`src/rtl/audio_pkg.sv`:
```
// Shared audio-path types and constants for the
// interpolator, scheduler and FIR bank.
package audio_pkg;

  localparam int AUDIO_DATA_WIDTH = 24;

  localparam logic CHAN_L = 1'b0;
  localparam logic CHAN_R = 1'b1;

  typedef enum logic [1:0] {
    IDLE  = 2'd0,
    ISSUE = 2'd1,
    WAIT  = 2'd2
  } state_t;

endpackage

```
`src/rtl/chan_pending_buf.sv`:
```
// One-deep pending sample buffer for a single channel,
// newest sample wins, with overrun event detect.
module chan_pending_buf #(
  parameter int DATA_WIDTH = 24
) (
  input  logic                  clk,
  input  logic                  reset,
  input  logic                  en,
  input  logic [DATA_WIDTH-1:0] din,
  input  logic                  grant,
  input  logic                  run,
  input  logic                  clr,
  output logic                  pend,
  output logic [DATA_WIDTH-1:0] dout,
  output logic                  ovr_evt
);

  logic accept;

  assign accept  = en & run;
  // a granted sample leaves this cycle, so a new one is no overrun
  assign ovr_evt = accept & pend & ~grant;

  always_ff @(posedge clk or posedge reset) begin
    if (reset) begin
      pend <= 1'b0;
      dout <= '0;
    end else if (clr) begin
      pend <= 1'b0;
    end else if (accept) begin
      pend <= 1'b1;
      dout <= din;
    end else if (grant) begin
      pend <= 1'b0;
    end
  end

endmodule

```
`src/rtl/fir_channel_scheduler.sv`:
```
// Round-robin scheduler sharing one FIR MAC engine
// between the left and right sample streams.
module fir_channel_scheduler
  import audio_pkg::*;
#(
  parameter int DATA_WIDTH     = AUDIO_DATA_WIDTH,
  parameter int TIMEOUT_CYCLES = 2047,
  parameter int CNT_W          = $clog2(TIMEOUT_CYCLES + 1)
) (
  input  logic                  clk,
  input  logic                  reset,
  input  logic                  run,
  input  logic                  clr_status,
  input  logic                  l_data_en,
  input  logic                  r_data_en,
  input  logic [DATA_WIDTH-1:0] l_data_in,
  input  logic [DATA_WIDTH-1:0] r_data_in,
  output logic                  eng_start,
  output logic                  eng_chan,
  output logic [DATA_WIDTH-1:0] eng_data,
  input  logic                  eng_done,
  output logic                  busy,
  output logic                  l_overrun,
  output logic                  r_overrun,
  output logic                  timeout_err
);

  state_t state;
  state_t state_nxt;

  logic                  l_pend;
  logic                  r_pend;
  logic [DATA_WIDTH-1:0] l_dout;
  logic [DATA_WIDTH-1:0] r_dout;
  logic                  l_ovr;
  logic                  r_ovr;
  logic                  granting;
  logic                  sel_r;
  logic                  grant_l;
  logic                  grant_r;
  logic                  last_served;
  logic [CNT_W-1:0]      cnt;
  logic [CNT_W-1:0]      cnt_inc;
  logic                  tmo_evt;

  chan_pending_buf #(
    .DATA_WIDTH(DATA_WIDTH)
  ) u_l_buf (
    .clk    (clk),
    .reset  (reset),
    .en     (l_data_en),
    .din    (l_data_in),
    .grant  (grant_l),
    .run    (run),
    .clr    (~run),
    .pend   (l_pend),
    .dout   (l_dout),
    .ovr_evt(l_ovr)
  );

  chan_pending_buf #(
    .DATA_WIDTH(DATA_WIDTH)
  ) u_r_buf (
    .clk    (clk),
    .reset  (reset),
    .en     (r_data_en),
    .din    (r_data_in),
    .grant  (grant_r),
    .run    (run),
    .clr    (~run),
    .pend   (r_pend),
    .dout   (r_dout),
    .ovr_evt(r_ovr)
  );

  // right wins only when alone or when left was served last
  assign granting = (state == IDLE) & run & (l_pend | r_pend);
  assign sel_r    = r_pend & (~l_pend | (last_served == CHAN_L));
  assign grant_l  = granting & ~sel_r;
  assign grant_r  = granting & sel_r;

  assign cnt_inc = cnt + CNT_W'(1);
  assign tmo_evt = (state == WAIT) & ~eng_done
                 & (cnt_inc == CNT_W'(TIMEOUT_CYCLES));

  always_ff @(posedge clk or posedge reset) begin
    if (reset) begin
      state <= IDLE;
    end else begin
      state <= state_nxt;
    end
  end

  always_comb begin
    state_nxt = state;
    unique case (state)
      IDLE: begin
        if (granting) state_nxt = ISSUE;
      end
      ISSUE: begin
        state_nxt = WAIT;
      end
      WAIT: begin
        if (eng_done || tmo_evt) state_nxt = IDLE;
      end
      default: begin
        state_nxt = IDLE;
      end
    endcase
  end

  always_comb begin
    eng_start = (state == ISSUE);
    busy      = (state != IDLE);
  end

  always_ff @(posedge clk or posedge reset) begin
    if (reset) begin
      eng_chan    <= CHAN_L;
      eng_data    <= '0;
      last_served <= CHAN_R;
      cnt         <= '0;
    end else begin
      if (granting) begin
        eng_chan    <= sel_r;
        eng_data    <= sel_r ? r_dout : l_dout;
        last_served <= sel_r;
      end
      if (state == ISSUE) begin
        cnt <= '0;
      end else if (state == WAIT && !eng_done) begin
        cnt <= cnt_inc;
      end
    end
  end

  // set events take priority over a same-cycle clear
  always_ff @(posedge clk or posedge reset) begin
    if (reset) begin
      l_overrun   <= 1'b0;
      r_overrun   <= 1'b0;
      timeout_err <= 1'b0;
    end else begin
      l_overrun   <= (l_overrun & ~clr_status) | l_ovr;
      r_overrun   <= (r_overrun & ~clr_status) | r_ovr;
      timeout_err <= (timeout_err & ~clr_status) | tmo_evt;
    end
  end

endmodule

```
`config.mk`:
```
export PLATFORM = sky130hd
export DESIGN_NAME = fir_channel_scheduler
export DESIGN_NICKNAME = d
export VERILOG_FILES = /design/src/rtl/audio_pkg.sv /design/src/rtl/chan_pending_buf.sv /design/src/rtl/fir_channel_scheduler.sv
export SDC_FILE = /design/constraint.sdc
export NUM_CORES = 1
export LEC_CHECK = 0
export CAP_MARGIN = 25
export CORE_ASPECT_RATIO = 1.75
export CORE_MARGIN = 2
export CORE_UTILIZATION = 55
export DETAILED_ROUTE_END_ITERATION = 7
export GPL_TIMING_DRIVEN = 0
export PLACE_DENSITY = 0.86
export SLEW_MARGIN = 20
export SYNTH_ARGS = -nofsm -noshare
export SYNTH_HDL_FRONTEND = slang
export SYNTH_SLANG_ARGS = --single-unit
```
`constraint.sdc`:
```
create_clock -name clk -period 7.85 [get_ports clk]
set_input_delay 1.57 -clock clk [delete_from_list [all_inputs] [get_ports clk]]
set_output_delay 1.57 -clock clk [all_outputs]
set_load 0.05 [all_outputs]
```
=== Yosys cells after proc, flatten, opt, wreduce, memory -nomap -nowiden ===
Index checks and enable logic that the tools add are counted.

* $add $sub $neg: 1
* Eq/ne operators: 7
* Multiplexer cells: 12
* Bitwise logic cells: 28
* Reduce and logical (&&, ||, !) cells: 9

{| class="wikitable"
|+ Operators with widths
! kind !! count
|-
| two-way mux 24 bit || 1
|-
| two-way mux 11 bit || 2
|-
| AND 1 bit || 16
|-
| adder 11 x 1 -> 11 bit (second input constant) || 1
|-
| == test 11 bit (second input constant) || 1
|-
| inverter 1 bit || 7
|-
| two-way mux 1 bit || 6
|-
| inequality test 3 x 1 -> 1 bit (second input constant) || 2
|-
| case mux 2 bit (3 select lines) || 1
|-
| AND reduction 2 bit || 3
|-
| bitwise OR 1 bit || 5
|-
| two-way mux 2 bit || 2
|-
| nonzero test 2 bit || 2
|-
| == test 2 x 1 -> 1 bit (second input constant) || 1
|-
| == test 2 bit (second input constant) || 1
|-
| zero test 2 bit || 1
|-
| inequality test 2 x 1 -> 1 bit (second input constant) || 1
|-
| inequality test 2 bit (second input constant) || 1
|-
| logical AND 1 bit || 1
|-
| zero test 1 bit || 1
|-
| logical OR 1 bit || 1
|}

* Register bits after elaboration: 92
* Input bits: 55
* Output and inout bits: 30
* Logic and storage cells: 69

=== Logic depth before layout (Yosys ltp) ===
Gate-level depths: netlist of run 1.

* Word-level depth: 8
* Mapped depth: 7
* Depth with buffers taken out: 6

=== Hierarchy ===
From an unflattened synthesis of run 1, not the netlist that was laid out.

* Cells, all modules: 334
* Area total of the unflattened synthesis: 4297.9 um^2

{| class="wikitable"
|+ By module, submodules not included
! module !! times used !! cells an instance !! area each (um^2)
|-
| fir_channel_scheduler || 1 || 220 || 2225.9
|-
| chan_pending_buf || 2 || 57 || 1036.0
|}

=== Least setup slack after synthesis of run 1 ===
OpenSTA, ideal clock, no wires.

* Kind: input to register
* Start point: input eng_done
* End point: register cnt[3]
* Setup time: 132 ps
* Arrival: 2566 ps
* Required time: 7718 ps
* Setup slack: 5152 ps
* Cell stages on the path: 6
* Path buffers: 2
* Cells stage by stage: or3b_1 > clkbuf_1 > and2_1 > clkbuf_1 > o21ai_0 > o31ai_1

* Word-level cells in the longest chain between the ends: 3

{| class="wikitable"
|+ Ends and longest elaborated chain
! item !! RTL line !! RTL
|-
| start, declared || fir_channel_scheduler.sv:21 || <nowiki>input logic eng_done,</nowiki>
|-
| zero test 1 bit || fir_channel_scheduler.sv:131 || <nowiki>end else if (state == WAIT && !eng_done) begin</nowiki>
|-
| logical AND 1 bit || fir_channel_scheduler.sv:131 ||
|-
| nonzero test 2 bit (no source line) || -- ||
|-
| end signal, assigned || fir_channel_scheduler.sv:132 || <nowiki>cnt <= cnt_inc;</nowiki>
|-
| end, declared || fir_channel_scheduler.sv:42 || <nowiki>logic [CNT_W-1:0] cnt;</nowiki>
|}

Every way passes these cells.
A chain may end at the register's enable or synchronous reset.

=== Worst setup path after layout of run 1 ===
* Start point: register state[1]
* End point: output eng_start

* Word-level cells in the longest chain between the ends: 1

{| class="wikitable"
|+ Ends and longest elaborated chain
! item !! RTL line !! RTL
|-
| start, declared || fir_channel_scheduler.sv:28 || <nowiki>state_t state;</nowiki>
|-
| start signal, assigned || fir_channel_scheduler.sv:90 || <nowiki>state <= state_nxt;</nowiki>
|-
| == test 2 x 1 -> 1 bit || fir_channel_scheduler.sv:113 || <nowiki>eng_start = (state == ISSUE);</nowiki>
|-
| end, declared || fir_channel_scheduler.sv:18 || <nowiki>output logic eng_start,</nowiki>
|}

Every way passes these cells.

==> run metrics, run 1 <==
status=finished, final reports clean; DR WL/cell=17.4 µm; Hold Crit Class=register to register; worst-margin pin slew=0.565 ns; Nets=485; Pint=1000 µW; Die Area=8000 µm²; crit-path cells=nand2b_1, inv_1, clkdlybuf4s50_1; GP Congestion=about 0.82; Routed WL=9.06 mm; Synth Register Bits=roughly 90; Post-CTS Setup Bufs=0; # DRC=0; count leader, synth=dfrtp_1; RSZ-0062 raised after global routing=no; final hold vios=0; Top FF cell, synth=dfrtp_1; synth unique cells=45; R2R setup slack=5.71 ns; Power Dens Cells=302 nW/µm²; leading area contributor after synthesis=dfrtp_1; grt ovf=0; Slew Viols, Final=0; die height=117 µm; vias per std cell=5.72; gr usage total=0.248; Pwr Total=1.59 mW; Post-Synthesis Net Count=390; FF-to-FF path depth=7; core area=~7100 µm²; floorplan row count=41; part of the cycle the worst path needs=0.434; Buf+Inv Stages, Crit Path=2; Comb power frac=0.337; NetSw=~590 µW; Clock Power Share=0.261; Post-Syn Area=4000 µm²; starting density of the core=0.561; fillers=500; leakage power total=2.26 nW; Yosys warning total=0; headroom to the max-slew limit=0.622; CP endpoint kind=output port; register area share after synthesis=0.576; register area=between 2000 and 2500 µm²; Sequential Power Share=0.402; Synth Area in Compound Gates=0.104; worst setup path startpoint=state[1]$_DFFE_PP0P_; DR pass1 iterations=4; Setup TNS=0 ns; Worst path depth=3; crit path max-delay cell type=clkdlybuf4s50_1; number of synthesized flops with an enable pin=0; Gate Count Post-Synth=333; Final setup viols=0; vias in the first global route=3,086; adder-cell share of the synthesized area=0.00625; switching share of total power=0.369; Synth Area in XOR/XNOR=0.00219; startpoint types=register; H-tree depth=3; Initial DRC Count=307; Simple-Gate Fraction of Synth Area=0.0754; CTS Hold Buffers Added=0; synth top area cells=dfrtp_1 (57%), mux2_2 (14%), mux2i_1 (6.0%); Max Cap Viol=0; global-route wire length before repair=14.4 mm; crit path DAT=1.84 ns; diode count=0; Yosys top cell area share=0.569; Num CTS Buffers=9; Clock Latency Late Sink=0.35 ns; Clock Tree Buf Depth=2; antenna violations before repair=0; area delta synth->final=31.4%; post-DP HPWL=6.45 mm; CP Capture Point=eng_start; CTS clock-pin slew for the worst setup and hold paths=0.06 ns; via count=approximately 3.0k; mux contribution to synthesized area=0.195; CP max stage delay=0.79 ns; critical path required time=6.28 ns; area of the multi-input gates=1530 µm²; DIE WIDTH=68.5 µm; RR Startpoint=cnt[1]$_DFFE_PP0P_; CP top delay family=buffers and inverters; Max IR drop VDD=~0.00023 V; Critical Path Fanout Max=5; clock root cell=clkbuf_16; R2R Path End=state[1]$_DFFE_PP0P_; Mean Syn Cell Area=12.0 µm²; Sink Count=roughly 90; CP Class=register to output port; largest family of logic cells by synthesized area=multiplexers; largest net degree at the start of global routing=57; post_cts resized=0; Layout Skew=~0.0061 ns; num ports=85; Synth top cells by count=dfrtp_1 (91), mux2_2 (48), nand2_1 (31); ANT nets after route=0; PortBufs=83; FFs w/ async S/R, synth=1.00; post-layout minimum cycle time=3.41 ns; fraction of layout cells with a size suffix above 1=0.192; CTS tree=yes; Fmax=293 MHz
sequential cells by signal, summed over array words and instances, names as in the netlist:
name	count
timeout_err	1
u_r_buf.pend	1
last_served	1
r_overrun	1
state	2
cnt	11
u_r_buf.dout	24
eng_data	24
u_l_buf.dout	24
l_overrun	1
eng_chan	1
u_l_buf.pend	1
worst register-to-register path, cell delays in order (launching register included):
cell and delay [ns]:
dfrtp_1 0.49, ha_1 0.20, buf_4 0.15, a21boi_0 0.23
nor4b_1 0.36, a211oi_2 0.14, a31oi_1 0.29, a31oi_1 0.14
routing by layer:
metal  wire length (µm)  up-vias  GRT usage
met3                394       25     0.0650
li1                   -     1369          -
met2               4860       91      0.411
met1               3460     1483      0.289
met4                339        0      0.127
met5                  0        -          0
area by class of cell:
cell class,count,area share
Tap cell,86,0.0205
Buffer,24,0.0240
Timing Repair Buffer,84,0.163
Clock buffer,10,0.0455
Multi-Input combinational cell,207,0.292
Inverter,10,0.00762
Sequential cell,92,0.438
Clock inverter,6,0.00928
placed cells by master (no fill, tap or decap), types with 3 or more instances in the layout:
cell             count
dfrtp_1             91
clkdlybuf4s50_1     83
mux2_2              48
nand2_1             31
mux2i_1             24
o21ai_1             21
o21ai_0             17
buf_2               10
clkbuf_1             9
inv_1                9
nand3_1              9
clkbuf_16            9
o31ai_1              6
nor2_1               5
a21oi_1              5
a31oi_1              5
nand4_1              3
clkinvlp_4           3
stage by stage:
step	cells	utilization	setup WS, ns	hold slack [ns]	area, µm²
after global routing	519	0.737	4.36	0.506	5260
after floorplan	333	-	3.89	0.448	4000
after detailed placement	503	0.697	4.58	0.473	4970
final	519	0.737	4.44	0.481	5260
after global placement	502	0.693	2.62	0.463	4940
after CTS	519	0.737	4.43	0.486	5260
power by group through the flow:
stage	clock, mW	combinational, mW	sequential [mW]
final	0.415	0.534	0.637
after detailed placement	0	0.535	0.645
after global placement	0	0.521	0.639
after CTS	0.419	0.539	0.637
after floorplan	0	0.158	0.820
after global routing	0.439	0.569	0.647
logic make-up (layout without fill, tap and decap cells):
| kind of cell | after synthesis | after routing |
|---|---|---|
| flops | 92 | 92 |
| mux | 72 | 72 |
| compound gates | 69 | 69 |
| simple gates | 63 | 63 |
| buf+inv | 34 | 134 |
| fa+ha+maj | 2 | 2 |
| xor+xnor | 1 | 1 |
how the worst min path moves through the flow:
stage | from | end | cells after the start
floorplan | cnt[10]$_DFFE_PP0P_ | cnt[10]$_DFFE_PP0P_ | 1
global placement | eng_data[23]$_DFFE_PP0P_ | eng_data[23]$_DFFE_PP0P_ | 2
detailed placement | eng_data[8]$_DFFE_PP0P_ | eng_data[8]$_DFFE_PP0P_ | 2
CTS | eng_data[8]$_DFFE_PP0P_ | eng_data[8]$_DFFE_PP0P_ | 2
global route | eng_data[8]$_DFFE_PP0P_ | eng_data[8]$_DFFE_PP0P_ | 2
finish | eng_data[8]$_DFFE_PP0P_ | eng_data[8]$_DFFE_PP0P_ | 2
(Power assumes the default switching activity.)
==> inputs of run 2 (changes only) <==
--- a/config.mk
+++ b/config.mk
@@ -8,10 +8,10 @@
 export CAP_MARGIN = 25
 export CORE_ASPECT_RATIO = 1.75
 export CORE_MARGIN = 2
-export CORE_UTILIZATION = 55
+export CORE_UTILIZATION = 46
 export DETAILED_ROUTE_END_ITERATION = 7
 export GPL_TIMING_DRIVEN = 0
-export PLACE_DENSITY = 0.86
+export PLACE_DENSITY = 0.77
 export SLEW_MARGIN = 20
 export SYNTH_ARGS = -nofsm -noshare
 export SYNTH_HDL_FRONTEND = slang
==> constraint.sdc (replaced) <==
create_clock -name clk -period 3 [get_ports clk]
set_input_delay 0.6 -clock clk [delete_from_list [all_inputs] [get_ports clk]]
set_output_delay 0.6 -clock clk [all_outputs]
set_load 0.05 [all_outputs]
==> run metrics, run 2 (synthesis gave the netlist of run 1 again) <==
num ports=85; Layout Skew=approximately 0.0093 ns; Pint=2.66 mW; CTS tree=yes; most frequent cells in the layout=dfrtp_1 (91), clkdlybuf4s50_1 (83), mux2_2 (48); fraction of layout cells with a size suffix above 1=0.189; Max IR drop VDD=0.000507 V; Buf+Inv Stages, Crit Path=2; clock root cell=clkbuf_16; gr usage total=0.198; Layout Cells excl Fill=550; antenna violations before repair=0; DR WL/cell=15.6 µm; CP top delay family=buffers and inverters; headroom to the max-slew limit=0.632; Clock Latency Late Sink=0.33 ns; die height=127 µm; Final setup viols=0; Power Dens Cells=777 nW/µm²; crit path max-delay cell type=clkdlybuf4s50_1; most common cell after layout, fill and taps aside=dfrtp_1; Fmax=about 410 MHz; Routed WL=8.60 mm; Die Area=9490 µm²; CTS clock-pin slew for the worst setup and hold paths=0.06 ns; Max Cap Viol=0; Critical Path Fanout Max=5; Sequential Power Share=0.404; Slew Viols, Final=0; floorplan row count=45; # DRC=0; NetSw=roughly 1.5 mW; placed cell count=about 530; Setup TNS=0 ns; largest registers=eng_data x24, u_l_buf.dout x24, u_r_buf.dout x24; startpoint types=register; crit-path cells=nand2b_1, inv_1, clkdlybuf4s50_1; via count=around 2.9k; Nets=485; worst-margin pin slew=around 0.55 ns; diode count=0; Post-CTS Setup Bufs=0; Pwr Total=about 4 mW; DIE WIDTH=between 70 and 80 µm; grt ovf=0; Clock Tree Buf Depth=2; part of the cycle the worst path needs=0.804; Num CTS Buffers=9; switching share of total power=0.355; core area=8560 µm²; CP Class=register to output port; RSZ-0062 raised after global routing=no; area of the multi-input gates=1530 µm²; post_cts resized=0; CTS Hold Buffers Added=0; critical path required time=2.40 ns; Comb power frac=0.336; ANT nets after route=0; post-DP HPWL=about 6.3 mm; area delta synth->final=32.4%; starting density of the core=0.468; register area=approximately 2300 µm²; largest net degree at the start of global routing=56; worst hold slack=approximately 0.49 ns; Hold Crit Class=register to register; CP max stage delay=0.79 ns; fillers=between 700 and 800; global-route wire length before repair=14.1 mm; crit path DAT=1.81 ns; post-layout minimum cycle time=2.41 ns; DR pass1 iterations=4; GP Congestion=between 0.8 and 0.9; PortBufs=83; vias per std cell=5.27; final hold vios=0; vias in the first global route=2,872; CP endpoint kind=output port; H-tree depth=3; Clock Power Share=0.260; leakage power total=2.27 nW; Initial DRC Count=194; Sink Count=approximately 90; status=finished, final reports clean
-- run 2: worst register-to-register path, cell delays in order, from the launching register on --
cell and delay [ns]:
dfrtp_1 0.50, ha_1 0.20, buf_4 0.15, a21boi_0 0.24, nor4b_1 0.35, a211oi_2 0.12, a31oi_1 0.28, a31oi_1 0.12
-- run 2: final timing paths --
path	from	to	slack, ns	cells past startpoint
max	state[1]$_DFFE_PP0P_	eng_start	0.59	3
min in group asynchronous	reset	eng_data[4]$_DFFE_PP0P_	0.66	2
max in group asynchronous	reset	last_served$_DFFE_PP1P_	1.68	3
min	eng_data[10]$_DFFE_PP0P_	eng_data[10]$_DFFE_PP0P_	0.49	2
min reg2reg	eng_data[10]$_DFFE_PP0P_	eng_data[10]$_DFFE_PP0P_	0.49	2
max reg2reg	cnt[1]$_DFFE_PP0P_	state[1]$_DFFE_PP0P_	0.90	7
-- run 2: cell type report --
class                      count  share of cell area
multi-input combinational    207               0.289
tap                          117              0.0276
inverter                      10             0.00756
sequential                    92               0.435
clock inverter                 3             0.00378
timing repair buffer          84               0.162
clock buffer                  13              0.0510
buffer                        24              0.0238
-- run 2: power groups by stage --
| stage | Combinational [mW] | Clock [mW] | Sequential, mW |
|---|---|---|---|
| finish | 1.38 | 1.07 | 1.66 |
| global placement | 1.37 | 0 | 1.67 |
| CTS | 1.40 | 1.10 | 1.67 |
| global route | 1.46 | 1.16 | 1.70 |
| detailed placement | 1.39 | 0 | 1.69 |
| floorplan | 0.415 | 0 | 2.15 |
-- run 2: routing by layer --
layer  vias to the layer above  global-route usage  routed length, µm
li1                       1365                   -                  -
met1                      1438               0.235               3240
met2                        84               0.343               4810
met3                        14              0.0402                385
met4                         0              0.0798                154
met5                         -                   0                  0
-- run 2: stage by stage --
stage	util	instance area [µm²]	worst slack [ns]
after global placement	0.582	4980	-1.32
after detailed placement	0.585	5010	0.722
after CTS	0.619	5300	0.566
after floorplan	-	4000	0.00969
final	0.619	5300	0.589
after global routing	0.619	5300	0.512
